==> config.mk <==
export PLATFORM = sky130hd
export DESIGN_NAME = rename_regfile
export DESIGN_NICKNAME = d
export VERILOG_FILES = /design/src/rtl/rename_regfile.sv
export SDC_FILE = /design/constraint.sdc
export NUM_CORES = 2
export LEC_CHECK = 0
export CAP_MARGIN = 5
export CORE_MARGIN = 3
export CORE_UTILIZATION = 60
export DETAILED_ROUTE_END_ITERATION = 7
export PLACE_DENSITY = 0.85
export SYNTH_ARGS = -nofsm -noshare
export SYNTH_HDL_FRONTEND = slang
export SYNTH_SLANG_ARGS = --single-unit
==> constraint.sdc <==
create_clock -name clk -period 19 [get_ports clk]
set_input_delay 5.7 -clock clk [delete_from_list [all_inputs] [get_ports clk]]
set_output_delay 5.7 -clock clk [all_outputs]
set_load 0.02 [all_outputs]
==> src/rtl/rename_regfile.sv <==
// Architectural register file with per-register ROB rename tags.
// Commits retire values and clear matching tags; queries bypass a same-cycle commit.
module rename_regfile #(
    parameter int unsigned REG_NUM = 32,
    parameter int unsigned TAG_W   = 4,
    parameter int unsigned DATA_W  = 32
) (
    input  logic              clk,
    input  logic              rst,
    input  logic              ena,
    input  logic              in_assignment_ena,
    input  logic [4:0]        in_assign_reg,
    input  logic [TAG_W-1:0]  in_assign_tag,
    input  logic [4:0]        in_commit_reg,
    input  logic [TAG_W-1:0]  in_commit_rob,
    input  logic [DATA_W-1:0] in_commit_value,
    input  logic              in_misbranch,
    input  logic [4:0]        in_query_reg1,
    input  logic [4:0]        in_query_reg2,
    output logic [TAG_W-1:0]  out_query_tag1,
    output logic [TAG_W-1:0]  out_query_tag2,
    output logic [DATA_W-1:0] out_query_value1,
    output logic [DATA_W-1:0] out_query_value2
);

    // Entry 0 exists only for uniform indexing; it is never written and never read out.
    logic [DATA_W-1:0] value_q [REG_NUM];
    logic [DATA_W-1:0] value_d [REG_NUM];
    logic [TAG_W-1:0]  tag_q   [REG_NUM];
    logic [TAG_W-1:0]  tag_d   [REG_NUM];

    always_comb begin
        value_d = value_q;
        tag_d   = tag_q;
        if (ena) begin
            if (in_commit_reg != '0) begin
                value_d[in_commit_reg] = in_commit_value;
                if (tag_q[in_commit_reg] == in_commit_rob) begin
                    tag_d[in_commit_reg] = '0;
                end
            end
            // Flush and rename are applied after the commit clear so they take precedence.
            if (in_misbranch) begin
                for (int unsigned i = 0; i < REG_NUM; i++) begin
                    tag_d[i] = '0;
                end
            end else if (in_assignment_ena && in_assign_reg != '0) begin
                tag_d[in_assign_reg] = in_assign_tag;
            end
        end
    end

    always_ff @(posedge clk) begin
        if (rst) begin
            for (int unsigned i = 0; i < REG_NUM; i++) begin
                value_q[i] <= '0;
                tag_q[i]   <= '0;
            end
        end else begin
            value_q <= value_d;
            tag_q   <= tag_d;
        end
    end

    function automatic logic commit_hits(input logic [4:0] r);
        return (r != '0) && (in_commit_reg == r) && (tag_q[r] == in_commit_rob);
    endfunction

    function automatic logic [TAG_W-1:0] query_tag(input logic [4:0] r);
        if (r == '0 || commit_hits(r)) begin
            return '0;
        end
        return tag_q[r];
    endfunction

    function automatic logic [DATA_W-1:0] query_value(input logic [4:0] r);
        if (r == '0) begin
            return '0;
        end
        if (commit_hits(r)) begin
            return in_commit_value;
        end
        return value_q[r];
    endfunction

    always_comb begin
        out_query_tag1   = query_tag(in_query_reg1);
        out_query_tag2   = query_tag(in_query_reg2);
        out_query_value1 = query_value(in_query_reg1);
        out_query_value2 = query_value(in_query_reg2);
    end

endmodule

==> results_dict.tcl <==
set metrics [dict create \
    outcome "finished, violations left" \
    violations "design-rule violations" \
    worstSetupStartpointType "input pin" \
    drt_iter0_markers 12800 \
    layout.nets 6322 \
    gp_congestion 0.946 \
    fmax_mhz 59.3 \
    dr_total_vias 58600 \
    cts.path.max_buffers 3 \
    slowest_stage "buf_4" \
    core_um2 100000 \
    syn_to_final_growth_pct 9.56 \
    synth_area_leader_cell "dfxtp_1" \
    hold_depth 2 \
    yosysTopAreaCellShare_pct 38.0 \
    cp_max_fo 118 \
    synth-main-ff-cell "dfxtp_1" \
    io_buffers 136 \
    startpoint "in_query_reg2[0]" \
    grt_max_degree 252 \
    syn_inst 6564 \
    p_leak_uw 0.0211 \
    maxCapViolCount 0 \
    grt_setup_unrepaired "no" \
    synth_area_leaders "dfxtp_1, mux4_2, nand2_1, a21oi_1, clkbuf_1" \
    r2r-start "tag_q[32]" \
    totalWireLength_um 241000 \
    timing.final.crit_share_pct 88.8 \
    yosys_register_bits 1152 \
    setup_viol 0 \
    clk_root_buffer_cell "clkbuf_16" \
    synth_nets 6629 \
    tightestPinTransition_ns 1.35 \
    fp.dieArea_um2 105000 \
    first_pass_iters 8 \
    num-fill-cells 7000 \
    path_cells "buf_8 > buf_12 > buf_4 > mux4_2 > mux4_2 > mux2i_1 > a211oi_1 > clkdlybuf4s50_1" \
    grt-ovfl-total 0 \
    ys_types 40 \
    r2r_cells 8 \
    async_flop_share_pct 0 \
    insertion_delay_ns 0.67 \
    finalCriticalPeriod_ns 16.86 \
    synth.avg_cell_area_um2 9.25 \
    hp-class "reg2reg" \
    layout-drive-gt1-share_pct 18.2 \
    post_cts_buffers 0 \
    hp-start "value_q[290]" \
    setup.worst_path.class "in2out" \
    ant_nets 0 \
    drc_errors 15 \
    h-tree-depth 3 \
    power_density_nw_per_um2 80.5 \
    numCtsBuffers 115 \
    die_h_um 324 \
    cts_hold_buf 0 \
    syn_area_um2 60700 \
    antenna_found_initial 10 \
    tritoncts "done" \
    worst_ir_drop_vdd_v 0.0000917 \
    slowest_delay_ns 0.90 \
    viasPerCell 7.64 \
    start_util_pct 60.6 \
    crit_top_cell "mux4_2" \
    cts.sink_count 1152 \
    ctsResizeCount 0 \
    ios 137 \
    slew_headroom_pct 10.2 \
    grtUsageTotal_pct 44.8 \
    grt_pass1_wl_um 348000 \
    arrival_ns 11.16 \
    core.rowCount 116 \
    fin_skew_ns 0.0178 \
    setup_tns_ns 0 \
    dp_hpwl_um 127000 \
    hold_viol_final 0 \
    grt_pass1_vias 55600 \
    synth_warnings 0 \
    path_clk_slew_ns 0.06 \
    p_total_uw 5350 \
    die_x_um 324 \
    crit_required_ns 13.30 \
    post_drt_wl_per_cell_um 31.5 \
    drv_slew 0 \
    synth_edf_count 0 \
    utilization_pct 66.4 \
    ys_seq_area_share_pct 38.0 \
    cp-end-kind "output pin" \
]
metal layers:
| metal | GRT usage, % | vias up | part of all wire, % |
|---|---|---|---|
| met5 | 1.54 | - | 0.094 |
| li1 | - | 22700 | - |
| met4 | 36.6 | 8 | 11 |
| met3 | 24.2 | 2126 | 20 |
| met1 | 52.1 | 27300 | 29 |
| met2 | 60.7 | 6445 | 40 |
registers in the layout, indices dropped and copies added, names as in the netlist:
register / cells
tag_q: 128
value_q: 1024
Yosys cell counts (all sizes together), types with 3 or more instances:
cell type and count:
nand3 64, dfxtp 1152, xor2 14, nor3 68, mux4 736, nand2 2096, a22oi 50, or3 3
and2 9, nor2b 39, a211oi 64, mux2i 104, a21oi 1065, buf 115, xnor2 5, and3 33
nand2b 8, a31o 25, a221o 3, nor3b 10, or2 9, or4 5, nand4 3, o31ai 3
nor2 171, clkbuf 576, o21ai 104, a22o 23
report_power, final:
part	switching [uW]	leakage, uW	internal (uW)
Sequential	13.3	0.00928	2430
Clock	1050	0.00200	1430
Combinational	294	0.00979	129
cells in the final DEF, fill, tap and decap left out, types with 10 or more instances in the layout:
cell             instances
nand2_1               2065
dfxtp_1               1152
a21oi_1               1065
mux4_2                 736
nor2_1                 136
buf_4                  131
clkdlybuf4s50_1        123
clkbuf_16              116
mux2i_1                104
o21ai_1                 96
nor3_1                  68
a211oi_1                64
nand3_1                 62
a22oi_1                 50
nor2b_1                 39
nor2_4                  35
and3_1                  33
nand2_2                 31
a22o_1                  23
clkbuf_8                23
clkbuf_1                23
clkinv_2                22
a31o_1                  20
bufinv_16               16
xor2_1                  14
nor3b_1                 10
final timing paths:
check                                           end  slack (ns)
worst max-delay path            out_query_value2[3]        2.14
worst min-delay path                   value_q[290]        0.47
worst max register to register            tag_q[51]       14.80
worst min register to register         value_q[290]        0.47
kinds of logic after synthesis:
kind of cell / share of synthesized area, %
muxes: 29.0
and+or+nand+nor: 16.4
DFF: 38.0
AOI/OAI and AO/OA: 11.8
xor gates and xnor gates: 0.274
buffers and inverters: 4.42
area by class of cell:
cell class | count | area (um2) | share of cell area (%)
antenna | 9 | 22.5 | 0.0339
clock buffer | 162 | 3310 | 4.97
clock inverter | 51 | 774 | 1.16
multi-input combinational | 4721 | 35300 | 53.1
sequential | 1152 | 23100 | 34.7
tap | 1298 | 1620 | 2.44
timing repair buffer | 267 | 2390 | 3.59
stage by stage:
step	worst slack, ns	instances	instance area (um2)	hold slack, ns
3_5_place_dp	2.34	7437	62400	0.457
2_1_floorplan	4.39	6564	60700	0.443
3_3_place_gp	2.45	7437	62400	0.448
4_1_cts	2.35	7650	66500	0.466
6_report	2.14	7660	66500	0.468
5_1_grt	1.88	7652	66500	0.483
worst max-delay path: cells and delay by family:
kind	cells	cell delay, ns
buffers and inverters	4	2.94
multiplexers	3	2.00
AO/OA/AOI/OAI	1	0.22
No activity file was read; power rests on OpenSTA's default activity.
